`src/rtl/pipe_hazard_unit.sv`:
```
// Pipeline hazard unit: tracks EX/MEM/WB destination tags, selects bypass sources,
// raises load-use / no-bypass stalls and branch flushes, and counts both events.
module pipe_hazard_unit #(
   parameter int unsigned XLEN     = 32,
   parameter int unsigned NREG     = 32,
   parameter int unsigned ZERO_REG = 31,
   parameter int unsigned BR_STAGE = 2,
   parameter int unsigned FWD_EN   = 1,
   localparam int unsigned RW      = $clog2(NREG)
) (
   input  logic            clk,
   input  logic            clr,
   input  logic            id_valid,
   input  logic [RW-1:0]   id_rs1,
   input  logic [RW-1:0]   id_rs2,
   input  logic            id_rs1_used,
   input  logic            id_rs2_used,
   input  logic [RW-1:0]   id_rd,
   input  logic            id_regwrite,
   input  logic            id_memread,
   input  logic [XLEN-1:0] id_rf1,
   input  logic [XLEN-1:0] id_rf2,
   input  logic [XLEN-1:0] ex_result,
   input  logic [XLEN-1:0] mem_alures,
   input  logic [XLEN-1:0] mem_rdata,
   input  logic [XLEN-1:0] wb_data,
   input  logic            br_taken,
   output logic [XLEN-1:0] op1,
   output logic [XLEN-1:0] op2,
   output logic [1:0]      fwd_sel1,
   output logic [1:0]      fwd_sel2,
   output logic            stall,
   output logic            bubble,
   output logic            flush,
   output logic [31:0]     stall_cnt,
   output logic [31:0]     flush_cnt
);

   localparam logic [RW-1:0] ZERO_IDX = RW'(ZERO_REG);

   typedef struct packed {
      logic          v;
      logic [RW-1:0] rd;
      logic          rw;
      logic          mr;
   } tag_t;

   typedef enum logic {RUN, HOLD} state_t;

   tag_t        ex_q, mem_q, wb_q, ex_d, mem_d, wb_d;
   state_t      state_q, state_d;
   logic [31:0] stall_cnt_q, stall_cnt_d, flush_cnt_q, flush_cnt_d;
   logic        e1, m1, w1, e2, m2, w2, hz;
   logic [XLEN-1:0] mem_fwd;

   function automatic logic hit(input tag_t t, input logic [RW-1:0] s, input logic used);
      return t.v && t.rw && (t.rd == s) && (s != ZERO_IDX) && used;
   endfunction

   // Youngest match wins; without full bypass EX/MEM matches stall instead of forwarding.
   function automatic logic [1:0] pick(input logic e, input logic m, input logic w);
      if (e) return (FWD_EN != 0) ? 2'd1 : 2'd0;
      if (m) return (FWD_EN != 0) ? 2'd2 : 2'd0;
      if (w) return 2'd3;
      return 2'd0;
   endfunction

   always_comb begin
      e1 = hit(ex_q,  id_rs1, id_rs1_used);
      m1 = hit(mem_q, id_rs1, id_rs1_used);
      w1 = hit(wb_q,  id_rs1, id_rs1_used);
      e2 = hit(ex_q,  id_rs2, id_rs2_used);
      m2 = hit(mem_q, id_rs2, id_rs2_used);
      w2 = hit(wb_q,  id_rs2, id_rs2_used);
      hz = id_valid & (((e1 | e2) & ex_q.mr) | ((FWD_EN == 0) & (e1 | m1 | e2 | m2)));

      flush    = br_taken & ~clr;
      stall    = hz & ~flush & ~clr;
      bubble   = (hz | flush) & ~clr;
      fwd_sel1 = clr ? 2'd0 : pick(e1, m1, w1);
      fwd_sel2 = clr ? 2'd0 : pick(e2, m2, w2);

      mem_fwd = mem_q.mr ? mem_rdata : mem_alures;
      case (fwd_sel1)
         2'd1:    op1 = ex_result;
         2'd2:    op1 = mem_fwd;
         2'd3:    op1 = wb_data;
         default: op1 = id_rf1;
      endcase
      case (fwd_sel2)
         2'd1:    op2 = ex_result;
         2'd2:    op2 = mem_fwd;
         2'd3:    op2 = wb_data;
         default: op2 = id_rf2;
      endcase
   end

   always_comb begin
      state_d = state_q;
      case (state_q)
         RUN:     if (stall)  state_d = HOLD;
         HOLD:    if (!stall) state_d = RUN;
         default: state_d = RUN;
      endcase
   end

   // A taken branch in MEM also kills the instruction currently in EX.
   always_comb begin
      ex_d.v  = id_valid & ~bubble;
      ex_d.rd = id_rd;
      ex_d.rw = id_regwrite;
      ex_d.mr = id_memread;
      mem_d   = ex_q;
      if (flush && (BR_STAGE == 2)) mem_d.v = 1'b0;
      wb_d    = mem_q;
      stall_cnt_d = (stall && (stall_cnt_q != '1)) ? stall_cnt_q + 32'd1 : stall_cnt_q;
      flush_cnt_d = (flush && (flush_cnt_q != '1)) ? flush_cnt_q + 32'd1 : flush_cnt_q;
   end

   always_ff @(posedge clk) begin
      if (clr) begin
         ex_q        <= '0;
         mem_q       <= '0;
         wb_q        <= '0;
         state_q     <= RUN;
         stall_cnt_q <= '0;
         flush_cnt_q <= '0;
      end else begin
         ex_q        <= ex_d;
         mem_q       <= mem_d;
         wb_q        <= wb_d;
         state_q     <= state_d;
         stall_cnt_q <= stall_cnt_d;
         flush_cnt_q <= flush_cnt_d;
      end
   end

   assign stall_cnt = stall_cnt_q;
   assign flush_cnt = flush_cnt_q;

endmodule

```
`config.mk`:
```
export PLATFORM = sky130hd
export DESIGN_NAME = pipe_hazard_unit
export DESIGN_NICKNAME = d
export VERILOG_FILES = /design/src/rtl/pipe_hazard_unit.sv
export SDC_FILE = /design/constraint.sdc
export NUM_CORES = 1
export LEC_CHECK = 0
export BUFFER_PORTS_ARGS = -buffer_cell sky130_fd_sc_hd__buf_4
export CAP_MARGIN = 20
export CORE_AREA = 2 2 136 138
export CTS_CLUSTER_SIZE = 12
export DETAILED_ROUTE_END_ITERATION = 12
export DIE_AREA = 0 0 138 140
export GPL_TIMING_DRIVEN = 0
export PLACE_DENSITY = 0.68
export SYNTH_ARGS = -nofsm -noshare
export SYNTH_HDL_FRONTEND = slang
export SYNTH_SLANG_ARGS = --single-unit
```
`constraint.sdc`:
```
create_clock -name clk -period 2.2 [get_ports clk]
set_input_delay 0.22 -clock clk [delete_from_list [all_inputs] [get_ports clk]]
set_output_delay 0.22 -clock clk [all_outputs]
set_load 0.005 [all_outputs]
```
==> summary.md <==
| Metric | Value |
|---|---|
| Worst Setup Start Kind | flop |
| RSZ-0062 raised after global routing | yes |
| DR vias/cell | 5.86 |
| Die footprint | 0.0193 mm² |
| P_sw | 1.13 mW |
| Worst setup EP type | output pin |
| Rows | 49 |
| Leakage | 5.02 nW |
| Combinational share of power | 22.8% |
| Pint | 2.88 mW |
| Hold Path Class | primary input to flop |
| Worst Setup Slack, final | -0.576 ns |
| Final setup viols | 102 |
| Crit path max fanout | 5 |
| Fmax | 360 MHz |
| CTS Hold Bufs | 0 |
| Core Area | 0.0178 mm² |
| CTS tree | built |
| First-pass GRT wire length | 52.0 mm |
| DRT iter0 DRCs | 622 |
| Synth top area cells | dfxtp_1 (26%), a21oi_1 (7.2%), xnor2_1 (6.8%) |
| Ports | 350 |
| Pwr Density | 331 mW/mm² |
| Warning count from the yosys run | 0 |
| Finished Cell Area | 0.0121 mm² |
| Worst Reg2Reg Path Length in Cells | 12 |
| Post-synth EDFFs | 0 |
| Syn Area/Cell | 7.42 µm² |
| Gate count after technology mapping | 891 |
| Max-slew headroom at the worst pin | 48.0% |
| CP most frequent cell | buf_6 |
| Setup WS pre-CTS | -0.879 ns |
| Inserted Clock Buffers | 9 |
| Number of global-route vias before repair | 8,335 |
| DR top layer | met5 |
| Clock slew at reported path FFs | 0.07 ns |
| Total power draw | 4.01 mW |
| Required @ worst endpoint | 1.98 ns |
| Switch share | 28.2% |
| Final Hold Violating Endpoints | 0 |
| Antenna violations before repair | 9 |
| Htree depth | 3 |
| Clock sinks | 87 |
| Layout cells sized above 1 | 52.9% |
| Largest net degree at the start of global routing | 17 |
| Count leader, synth | nor2_1 |
| DR DRC count | 0 |
| Netlist cell types | 62 |
| Sequential power share | 40.4% |
| Initial Util | 37.2% |
| Crit-path slowest cell | or4_4 |
| Die X | 138 µm |
| Clock power frac | 36.8% |
| Wire per inst | 23.9 µm |
| Worst path max stage delay | 0.59 ns |
| Vias | 9,131 |
| Status | complete, but fails checks |
| Hold path depth | 2 |
| Main synth FF type | dfxtp_1 |
| Period minus WS final | 2.78 ns |
| Routed Antenna Nets | 0 |
| Synth Cell Area | 0.00661 mm² |
| Yosys top cell area share | 26.4% |
| Post-synth ARST share | 0% |
| Yosys reg bits | 87 |
| Root Buffer | clkbuf_16 |
| Grt total ovfl | 0 |
| Worst Path Class, Setup | flop to output pin |
| Layout Area Growth over Synthesis | 83.0% |
| Largest area contributor in the netlist | dfxtp_1 |
| Register area share after synthesis | 26.4% |
| DR pass1 iterations | 5 |
| WL met2 | 17.0 mm |
| M1 wire length | 14.1 mm |
| Worst EP arrival | 2.56 ns |
| Final period util | 126% |
| Violated checks | negative setup slack |
| Worst VDD drop | 0.456 mV |
| Pins Over Slew Limit | 0 |
| Clock buffer depth | 2 |
| DP Area | 0.00952 mm² |
| PortBufs | 349 |
| Cell Chain, Critical Path | xnor2_2, nand4_1, or4_4, a31oi_4, buf_6, buf_12, nor2_4, a21oi_2, buf_6 |
| Met3 wire len | 4.11 mm |
| Slew @ Worst Pin | 0.779 ns |
| Detailed Route WL | 37.2 mm |
| Worst-Skew Late Latency | 0.35 ns |
| DP HPWL | 27.4 mm |
| Synth cell count leaders | nor2_1 (108), a21oi_1 (95), dfxtp_1 (87) |
| Nets@finish | 1,536 |
| RePlAce Congestion | 0.971 |
| Clock Skew | 0.00984 ns |
| Chip height | 140 µm |
| Max-Cap Viols | 0 |
| Syn Nets | 1,108 |
| GRT Total Usage | 34.9% |
==> power by group through the flow <==
| stage | sequential [mW] | clock, mW | combinational [mW] |
|---|---|---|---|
| floorplan | 1.64 | 0 | 0.251 |
| global placement | 1.65 | 0 | 0.792 |
| detailed placement | 1.65 | 0 | 0.793 |
| CTS | 1.62 | 1.49 | 0.851 |
| global route | 1.62 | 1.58 | 0.964 |
| finish | 1.62 | 1.47 | 0.916 |
==> cells by family after synthesis <==
family,synth area share [%]
and+or+nand+nor,30.1
AOI/OAI and AO/OA,24.8
DFF,26.4
buffers and inverters,4.66
xor gates and xnor gates,8.08
muxes,5.62
adders and majority gates,0.379
==> flip-flops by register name, indices dropped and copies added, names as in the netlist <==
signal,cells
flush_cnt,32
stall_cnt,32
ex_q,8
mem_q,8
wb_q,7
==> cell usage in the layout (no fill, tap or decap), types with 6 or more instances in the layout <==
cell type,n
nand4_1,17
nor3b_1,6
nor2_2,9
o21a_1,32
dfxtp_4,6
xnor2_2,14
nand3_1,25
a21oi_2,39
and4_1,11
buf_4,377
buf_8,10
buf_12,15
buf_6,44
nor3_1,37
clkbuf_1,15
clkbuf_2,11
a221oi_2,6
dfxtp_2,21
nor2b_1,29
clkbuf_4,6
and3_1,8
or3_1,6
xor2_1,10
nand2_1,60
nor2_4,29
xnor2_1,37
o21ai_1,31
or4_4,17
o31ai_4,12
a22o_1,19
mux2_2,6
nor4_1,6
dfxtp_1,60
mux2i_1,25
a211o_1,15
clkbuf_16,13
o31ai_1,6
nor2_1,71
o21ai_2,9
a21oi_1,53
==> layout make-up <==
| class | instances | area [µm²] |
|---|---|---|
| Clock inverter | 7 | 55.1 |
| Fill cell | 1524 | 5680 |
| Multi-Input combinational cell | 729 | 5620 |
| Clock buffer | 9 | 225 |
| Antenna cell | 4 | 10.0 |
| Sequential cell | 87 | 1790 |
| Inverter | 5 | 18.8 |
| Buffer | 63 | 573 |
| Tap cell | 229 | 287 |
| Timing Repair Buffer | 424 | 3510 |
==> metal layers <==
layer | track usage (%) | vias to the layer above
li1 | - | 4142
met4 | 14.5 | 10
met2 | 55.9 | 535
met3 | 11.7 | 131
met5 | 0 | -
met1 | 43.2 | 4313
==> critical path: cells and delay by family, from the launching register on <==
kind | cells | cell delay (ns)
DFF | 1 | 0.37
xor gates and xnor gates | 1 | 0.16
AOI/OAI and AO/OA | 2 | 0.47
and+or+nand+nor | 3 | 0.75
buffers and inverters | 3 | 0.46
==> per-stage QoR <==
step / hold slack (ns) / std cells / TNS [ns] / utilization [%]
after floorplan: 0.296 / 891 / 0 / -
after global placement: 0.430 / 1469 / -53.86 / 53.5
after detailed placement: 0.429 / 1469 / -53.60 / 53.5
after CTS: 0.0615 / 1515 / -28.98 / 60.8
after global routing: 0.0808 / 1554 / -41.47 / 68.0
final: 0.0786 / 1557 / -35.24 / 68.0
==> repair_timing <==
item / 4_1_cts / 5_1_grt
gates resized for setup: 208 / 220
endpoints found under the setup margin: 122 / 123
buffers inserted: 33 / 34
pin swaps: 38 / 94
cloned: 4 / 6
==> path summary, 6_finish.rpt <==
path,from,end,slack [ns]
setup / recovery,mem_q[3]$_SDFF_PP0_,op2[17],-0.58
hold / removal,br_taken,mem_q[7]$_SDFF_PP0_,0.08
setup reg to reg,ex_q[3]$_SDFF_PP0_,stall_cnt[2]$_SDFFE_PP0P_,-0.24
hold reg to reg,ex_q[0]$_SDFF_PP0_,mem_q[0]$_SDFF_PP0_,0.48
Note: power is estimated with default switching activity, not from simulation.
